===== config.mk =====
export PLATFORM = sky130hd
export DESIGN_NAME = vslc_timer_bank_flat
export DESIGN_NICKNAME = d
export VERILOG_FILES = /design/src/rtl/vslc_timer_bank_if.sv /design/src/rtl/vslc_timer_bank.sv /design/src/flat_wrapper.sv
export SDC_FILE = /design/constraint.sdc
export NUM_CORES = 1
export LEC_CHECK = 0
export ABC_AREA = 1
export CAP_MARGIN = 10
export CORE_ASPECT_RATIO = 1.75
export CORE_UTILIZATION = 63
export DETAILED_ROUTE_END_ITERATION = 10
export PLACE_DENSITY = 0.88
export SLEW_MARGIN = 20
export SYNTH_ARGS = -nofsm -noshare
export SYNTH_HDL_FRONTEND = slang
export SYNTH_SLANG_ARGS = --single-unit

===== constraint.sdc =====
create_clock -name clk_i -period 3.8 [get_ports clk_i]
set_input_delay 0.38 -clock clk_i [delete_from_list [all_inputs] [get_ports clk_i]]
set_output_delay 0.38 -clock clk_i [all_outputs]
set_load 0.01 [all_outputs]

===== src/rtl/vslc_timer_bank_if.sv =====
// Shared config port plus per-channel start/stop levels and status outputs
// of the timer bank.
interface vslc_timer_bank_if #(
    parameter int CHANNELS = 4,
    parameter int WIDTH    = 10
);
    logic                cfg_we;
    logic [2:0]          cfg_chan;
    logic [1:0]          cfg_sel;
    logic [WIDTH-1:0]    cfg_data;
    logic [CHANNELS-1:0] start;
    logic [CHANNELS-1:0] stop;
    logic [CHANNELS-1:0] out;
    logic [CHANNELS-1:0] enabled;
    logic [CHANNELS-1:0] done;

    modport master (
        output cfg_we, cfg_chan, cfg_sel, cfg_data, start, stop,
        input  out, enabled, done
    );

    modport slave (
        input  cfg_we, cfg_chan, cfg_sel, cfg_data, start, stop,
        output out, enabled, done
    );
endinterface


===== src/rtl/vslc_timer_bank.sv =====
// Bank of independent two-phase timers with per-channel prescaler, phase
// periods and cycle/one-shot mode, configured through one shared write port.
module vslc_timer_bank #(
    parameter int CHANNELS = 4,
    parameter int WIDTH    = 10,
    parameter int DIV_BITS = 4
) (
    input  logic               clk_i,
    input  logic               rst_i,
    vslc_timer_bank_if.slave   bus
);
    localparam int PRE_W = (1 << DIV_BITS) - 1;

    logic [CHANNELS-1:0][WIDTH-1:0]    period_a_q, period_a_d;
    logic [CHANNELS-1:0][WIDTH-1:0]    period_b_q, period_b_d;
    logic [CHANNELS-1:0][DIV_BITS-1:0] div_q, div_d;
    logic [CHANNELS-1:0]               mode_q, mode_d;
    logic [CHANNELS-1:0][PRE_W-1:0]    pre_q, pre_d;
    logic [CHANNELS-1:0][WIDTH-1:0]    cnt_q, cnt_d;
    logic [CHANNELS-1:0]               phase_q, phase_d;
    logic [CHANNELS-1:0]               out_q, out_d;
    logic [CHANNELS-1:0]               enabled_q, enabled_d;
    logic [CHANNELS-1:0]               done_q, done_d;
    logic [CHANNELS-1:0]               start_prev_q, stop_prev_q;
    logic [CHANNELS-1:0]               st, sp;

    // Terminal prescaler value 2^d-1; a live div change compares with >=.
    function automatic logic [PRE_W-1:0] term_of(input logic [DIV_BITS-1:0] d);
        logic [PRE_W:0] one_hot;
        one_hot    = '0;
        one_hot[d] = 1'b1;
        term_of    = PRE_W'(one_hot - (PRE_W+1)'(1));
    endfunction

    assign st = bus.start & ~start_prev_q;
    assign sp = bus.stop  & ~stop_prev_q;

    always_comb begin
        period_a_d = period_a_q;
        period_b_d = period_b_q;
        div_d      = div_q;
        mode_d     = mode_q;
        pre_d      = pre_q;
        cnt_d      = cnt_q;
        phase_d    = phase_q;
        out_d      = out_q;
        enabled_d  = enabled_q;
        done_d     = '0;

        for (int c = 0; c < CHANNELS; c++) begin
            if (bus.cfg_we && (bus.cfg_chan == 3'(c))) begin
                case (bus.cfg_sel)
                    2'd0:    period_a_d[c] = bus.cfg_data;
                    2'd1:    period_b_d[c] = bus.cfg_data;
                    2'd2:    div_d[c]      = bus.cfg_data[DIV_BITS-1:0];
                    default: mode_d[c]     = bus.cfg_data[0];
                endcase
            end

            if (sp[c]) begin
                enabled_d[c] = 1'b0;
                out_d[c]     = 1'b0;
                pre_d[c]     = '0;
                cnt_d[c]     = '0;
                phase_d[c]   = 1'b0;
            end else if (st[c]) begin
                enabled_d[c] = 1'b1;
                out_d[c]     = 1'b1;
                pre_d[c]     = '0;
                cnt_d[c]     = '0;
                phase_d[c]   = 1'b0;
            end else if (enabled_q[c]) begin
                if (pre_q[c] >= term_of(div_q[c])) begin
                    pre_d[c] = '0;
                    if (!phase_q[c]) begin
                        if (cnt_q[c] >= period_a_q[c]) begin
                            cnt_d[c] = '0;
                            out_d[c] = 1'b0;
                            if (mode_q[c]) begin
                                enabled_d[c] = 1'b0;
                                done_d[c]    = 1'b1;
                            end else begin
                                phase_d[c] = 1'b1;
                            end
                        end else begin
                            cnt_d[c] = cnt_q[c] + WIDTH'(1);
                        end
                    end else begin
                        if (cnt_q[c] >= period_b_q[c]) begin
                            phase_d[c] = 1'b0;
                            cnt_d[c]   = '0;
                            out_d[c]   = 1'b1;
                        end else begin
                            cnt_d[c] = cnt_q[c] + WIDTH'(1);
                        end
                    end
                end else begin
                    pre_d[c] = pre_q[c] + PRE_W'(1);
                end
            end
        end
    end

    // Edge-detect history resets high so levels held through reset stay quiet.
    always_ff @(posedge clk_i) begin
        if (rst_i) begin
            period_a_q   <= {CHANNELS{WIDTH'(2)}};
            period_b_q   <= {CHANNELS{WIDTH'(3)}};
            div_q        <= '0;
            mode_q       <= '0;
            pre_q        <= '0;
            cnt_q        <= '0;
            phase_q      <= '0;
            out_q        <= '0;
            enabled_q    <= '0;
            done_q       <= '0;
            start_prev_q <= '1;
            stop_prev_q  <= '1;
        end else begin
            period_a_q   <= period_a_d;
            period_b_q   <= period_b_d;
            div_q        <= div_d;
            mode_q       <= mode_d;
            pre_q        <= pre_d;
            cnt_q        <= cnt_d;
            phase_q      <= phase_d;
            out_q        <= out_d;
            enabled_q    <= enabled_d;
            done_q       <= done_d;
            start_prev_q <= bus.start;
            stop_prev_q  <= bus.stop;
        end
    end

    assign bus.out     = out_q;
    assign bus.enabled = enabled_q;
    assign bus.done    = done_q;
endmodule


===== src/flat_wrapper.sv =====
// flat-port wrapper written by rule: the top's interface ports become plain ports
module vslc_timer_bank_flat 
#(
    parameter int CHANNELS = 4,
    parameter int WIDTH    = 10,
    parameter int DIV_BITS = 4
)
  (clk_i, rst_i, bus_cfg_we, bus_cfg_chan, bus_cfg_sel, bus_cfg_data, bus_start, bus_stop, bus_out, bus_enabled, bus_done);
  vslc_timer_bank_if #(.CHANNELS(CHANNELS), .WIDTH(WIDTH)) bus_i ();
  input  logic clk_i;
  input  logic rst_i;
  input wire logic [$bits(bus_i.cfg_we)-1:0] bus_cfg_we;
  input wire logic [$bits(bus_i.cfg_chan)-1:0] bus_cfg_chan;
  input wire logic [$bits(bus_i.cfg_sel)-1:0] bus_cfg_sel;
  input wire logic [$bits(bus_i.cfg_data)-1:0] bus_cfg_data;
  input wire logic [$bits(bus_i.start)-1:0] bus_start;
  input wire logic [$bits(bus_i.stop)-1:0] bus_stop;
  output wire logic [$bits(bus_i.out)-1:0] bus_out;
  output wire logic [$bits(bus_i.enabled)-1:0] bus_enabled;
  output wire logic [$bits(bus_i.done)-1:0] bus_done;
  assign bus_i.cfg_we = bus_cfg_we;
  assign bus_i.cfg_chan = bus_cfg_chan;
  assign bus_i.cfg_sel = bus_cfg_sel;
  assign bus_i.cfg_data = bus_cfg_data;
  assign bus_i.start = bus_start;
  assign bus_i.stop = bus_stop;
  assign bus_out = bus_i.out;
  assign bus_enabled = bus_i.enabled;
  assign bus_done = bus_i.done;
  vslc_timer_bank #(.CHANNELS(CHANNELS), .WIDTH(WIDTH), .DIV_BITS(DIV_BITS)) u_core (.clk_i(clk_i), .rst_i(rst_i), .bus(bus_i));
endmodule

==> out/qor.csv <==
stage,metric,value,unit
clock_network,clock sinks,224,
clock_network,Resize count post-CTS,0,
floorplan,full die area,22700,um2
routing,wire per inst,14.5,um
place,port bufs,37,
final_layout,layout cells sized above 1,0.0422,
worst_hold_path,worst hold path class,in -> reg,
sta,Max Slew Vio Count,0,
final_layout,Layout Utilization,0.708,
final_layout,fin nets,2247,
synth,sequential fraction of the synthesis area,0.322,
synth,Seq cells post-synth,224,
grt,first-pass GRT wire length,56200,um
grt,GR Overflow Total,0,
synth,warnings from Yosys,0,
synth,fraction of registers with async set or reset after synthesis,0,
grt,largest net degree at the start of global routing,48,
synth,main combinational cell family by area after synthesis,simple AND/OR/NAND/NOR gates,
critical_path,R2R setup slack,0.34,ns
sta,fmax,0.289,GHz
critical_path,type of origin of the critical path,flip-flop,
routing,residual DRC count,0,
grt,GRT Total Usage,0.307,
sta,Worst Skew,0.0221,ns
floorplan,die width,114,um
clock_network,Worst-path clk slew,0.06,ns
floorplan,I/O pin count,38,
clock_network,setup bufs post-CTS,0,
floorplan,Die Y,199,um
place,dpl cell area,14500,um2
sta,setup tns final,0,ns
pwr,power per cell area,352,nW/um2
critical_path,crit end category,flip-flop,
clock_network,root buffer selected by CTS,clkbuf_16,
place,Placer Congestion,0.982,
floorplan,site row count,71,
critical_path,FF-to-FF Start,u_core.div_q[15],
floorplan,initial core utilization,0.645,
sta,final worst path period need,3.46,ns
pwr,switching power of the nets,1.33,mW
final_layout,"commonest non-fill, non-tap cells in the layout","nand2_1, inv_1, nor2_1",
synth,Cells after Synth,2045,
critical_path,crit path DAT,3.92,ns
clock_network,TritonCTS clock tree,built,
critical_path,crit path launch,u_core.div_q[15],
sta,Slew @ Worst Pin,0.827,ns
final_layout,Final Cell Area,15300,um2
pwr,Net Sw Frac,0.247,
synth,Synth area leader,dfxtp_1,
final_layout,ant diodes,0,
critical_path,critical path endpoint,u_core.cnt_q[35],
run_status,status,finished clean,
pwr,part of the power in registers,0.446,
synth,cell area after synthesis,13900,um2
critical_path,type of the worst setup path,reg -> reg,
sta,period utilization,0.910,
synth,post-synth top area share,0.322,
synth,Adder-Cell Fraction of Synth Area,0.137,
pwr,VDD IR-drop max,363,uV
synth,Synth area leaders,"dfxtp_1, ha_1, nand2_1, inv_1, nor2_1",
flow_run,max-cap violation count,0,
sta,final setup fails,0,
pwr,clock power share,0.457,
routing,Pre-antenna DRT Iters,7,
clock_network,clk buf depth,3,
final_layout,area of the multi-input gates,8010,um2
synth,Post-synth EDFFs,0,
clock_network,H-tree Lvls,1,
routing,final WL,34500,um
sta,final hold violations,0,
routing,Via-to-Cell Ratio,5.55,
sta,RSZ-0062 raised after global routing,no,
routing,ANT nets after route,0,
synth,simple-gate share of the synthesized area,0.281,
clock_network,Hold Buf Count CTS,0,
critical_path,worst reg2reg path depth,19,
place,hpwl dp,25800,um
synth,post-synthesis compound-gate area fraction,0.124,
sta,relative slew slack,0.447,
grt,initial antenna violation count,0,
clock_network,clock latency on the worst-skew pair,0.52,ns
pwr,Gate power share,0.097,
synth,Main synth FF type,dfxtp_1,
pwr,Pint,4.06,mW
critical_path,"Max FO, Critical Path",12,
pwr,Leakage,6.94,nW
final_layout,Seq. cell area,4480,um2
synth,syn_area_per_cell,6.80,um2
final_layout,fill cell count,1806,
grt,number of global-route vias before repair,12900,
synth,Syn Nets,2223,
synth,post-synthesis mux area share,0,
clock_network,TritonCTS Buffers,22,
routing,via count,13200,
critical_path,RR Endpoint,u_core.cnt_q[35],
sta,hold_ws,0.403,ns
final_layout,Synth-to-Final Area Change,9.86,%
final_layout,"commonest non-fill, non-tap cell in the layout",nand2_1,
critical_path,CP Data Required Time,4.26,ns
synth,Synth Area in XOR/XNOR,0.0340,
routing,Initial DRC Count,827,
synth,Unique masters post-synth,44,
floorplan,Core Area,21600,um2
[Yosys cell counts, types with 5 or more instances]
cell and n:
a21o_1 5, a21oi_1 164, buf_2 11, buf_6 5, clkbuf_1 22, dfxtp_1 224
ha_1 152, inv_1 315, inv_2 9, nand2_1 455, nand2_2 9, nand3_1 112
nand4_1 28, nor2_1 255, nor2_2 10, nor3_1 26, o21ai_0 121, o21ai_1 13
o21bai_1 6, xnor2_1 14, xor2_1 40
[cell families (layout without fill, tap and decap cells)]
logic type	count (synthesis)	in the layout
AO/OA/AOI/OAI	328	328
XOR/XNOR	54	54
adder cells (fa/ha/maj)	152	152
buffers and inverters	364	404
flip-flops	224	224
AND/OR/NAND/NOR	923	923
[power groups by stage]
stage	clock, mW	sequential, mW	combinational (mW)
after floorplan	0	2.44	0.379
after global placement	0	2.45	0.488
after detailed placement	0	2.46	0.507
after CTS	2.48	2.40	0.514
after global routing	2.59	2.41	0.585
final	2.46	2.40	0.521
[how the worst min path moves through the flow]
stage	startpoint	cells after the start	end	slack, ns
3_3_place_gp	u_core.period_a_q[6]	2	u_core.period_a_q[6]	0.44
5_1_grt	bus_stop[0]	3	u_core.stop_prev_q[0]	0.43
4_1_cts	bus_start[3]	3	u_core.start_prev_q[3]	0.40
2_1_floorplan	u_core.period_b_q[3]	2	u_core.period_b_q[3]	0.43
3_5_place_dp	u_core.period_a_q[37]	2	u_core.period_a_q[37]	0.45
6_report	bus_start[3]	3	u_core.start_prev_q[3]	0.40
[final cells by class]
type,instances,area share
inverters,324,0.0796
repair buffers,40,0.0257
clock buffers,30,0.0413
well taps,292,0.0239
flip-flops and latches,224,0.293
clock inverters,10,0.0120
multi-input cells,1457,0.524
[routing by layer]
| metal | routed length (um) | GRT usage | vias up | share of wire |
|---|---|---|---|---|
| met1 | 12200 | 0.292 | 5942 | 0.35 |
| li1 | - | - | 6595 | - |
| met4 | 2840 | 0.244 | 0 | 0.082 |
| met3 | 1530 | 0.0417 | 195 | 0.044 |
| met2 | 17900 | 0.580 | 470 | 0.52 |
| met5 | 0 | 0 | - | 0 |
[worst max-delay path: stages, from the launching register on]
cell,delay (ns)
dfxtp_1,0.52
nor2_1,0.17
nand2_1,0.12
ha_1,0.26
nand2_1,0.13
nor2_1,0.23
a21oi_1,0.07
a311o_1,0.30
ha_1,0.31
nand2_1,0.09
nand2_1,0.06
nand2_1,0.06
nand2_1,0.06
nor2_1,0.14
nand3_2,0.13
nand2_2,0.24
inv_2,0.14
nand2_1,0.12
nand2_2,0.11
nor2_1,0.14
[metrics by stage]
stage | cells | power [mW] | worst slack (ns)
4_1_cts | 2377 | 5.40 | 0.404
2_1_floorplan | 2045 | 2.82 | 1.01
3_3_place_gp | 2337 | 2.94 | 0.620
5_1_grt | 2377 | 5.58 | 0.0323
3_5_place_dp | 2337 | 2.96 | 0.424
6_report | 2377 | 5.39 | 0.341
[state kept, by name (all words and copies together) (netlist names)]
| name | cells |
|---|---|
| u_core.period_b_q | 40 |
| u_core.div_q | 16 |
| u_core.mode_q | 4 |
| u_core.bus.done | 4 |
| u_core.stop_prev_q | 4 |
| u_core.bus.out | 4 |
| u_core.cnt_q | 40 |
| u_core.bus.enabled | 4 |
| u_core.period_a_q | 40 |
| u_core.pre_q | 60 |
| u_core.phase_q | 4 |
| u_core.start_prev_q | 4 |
Power figures use the tool's default switching activity.
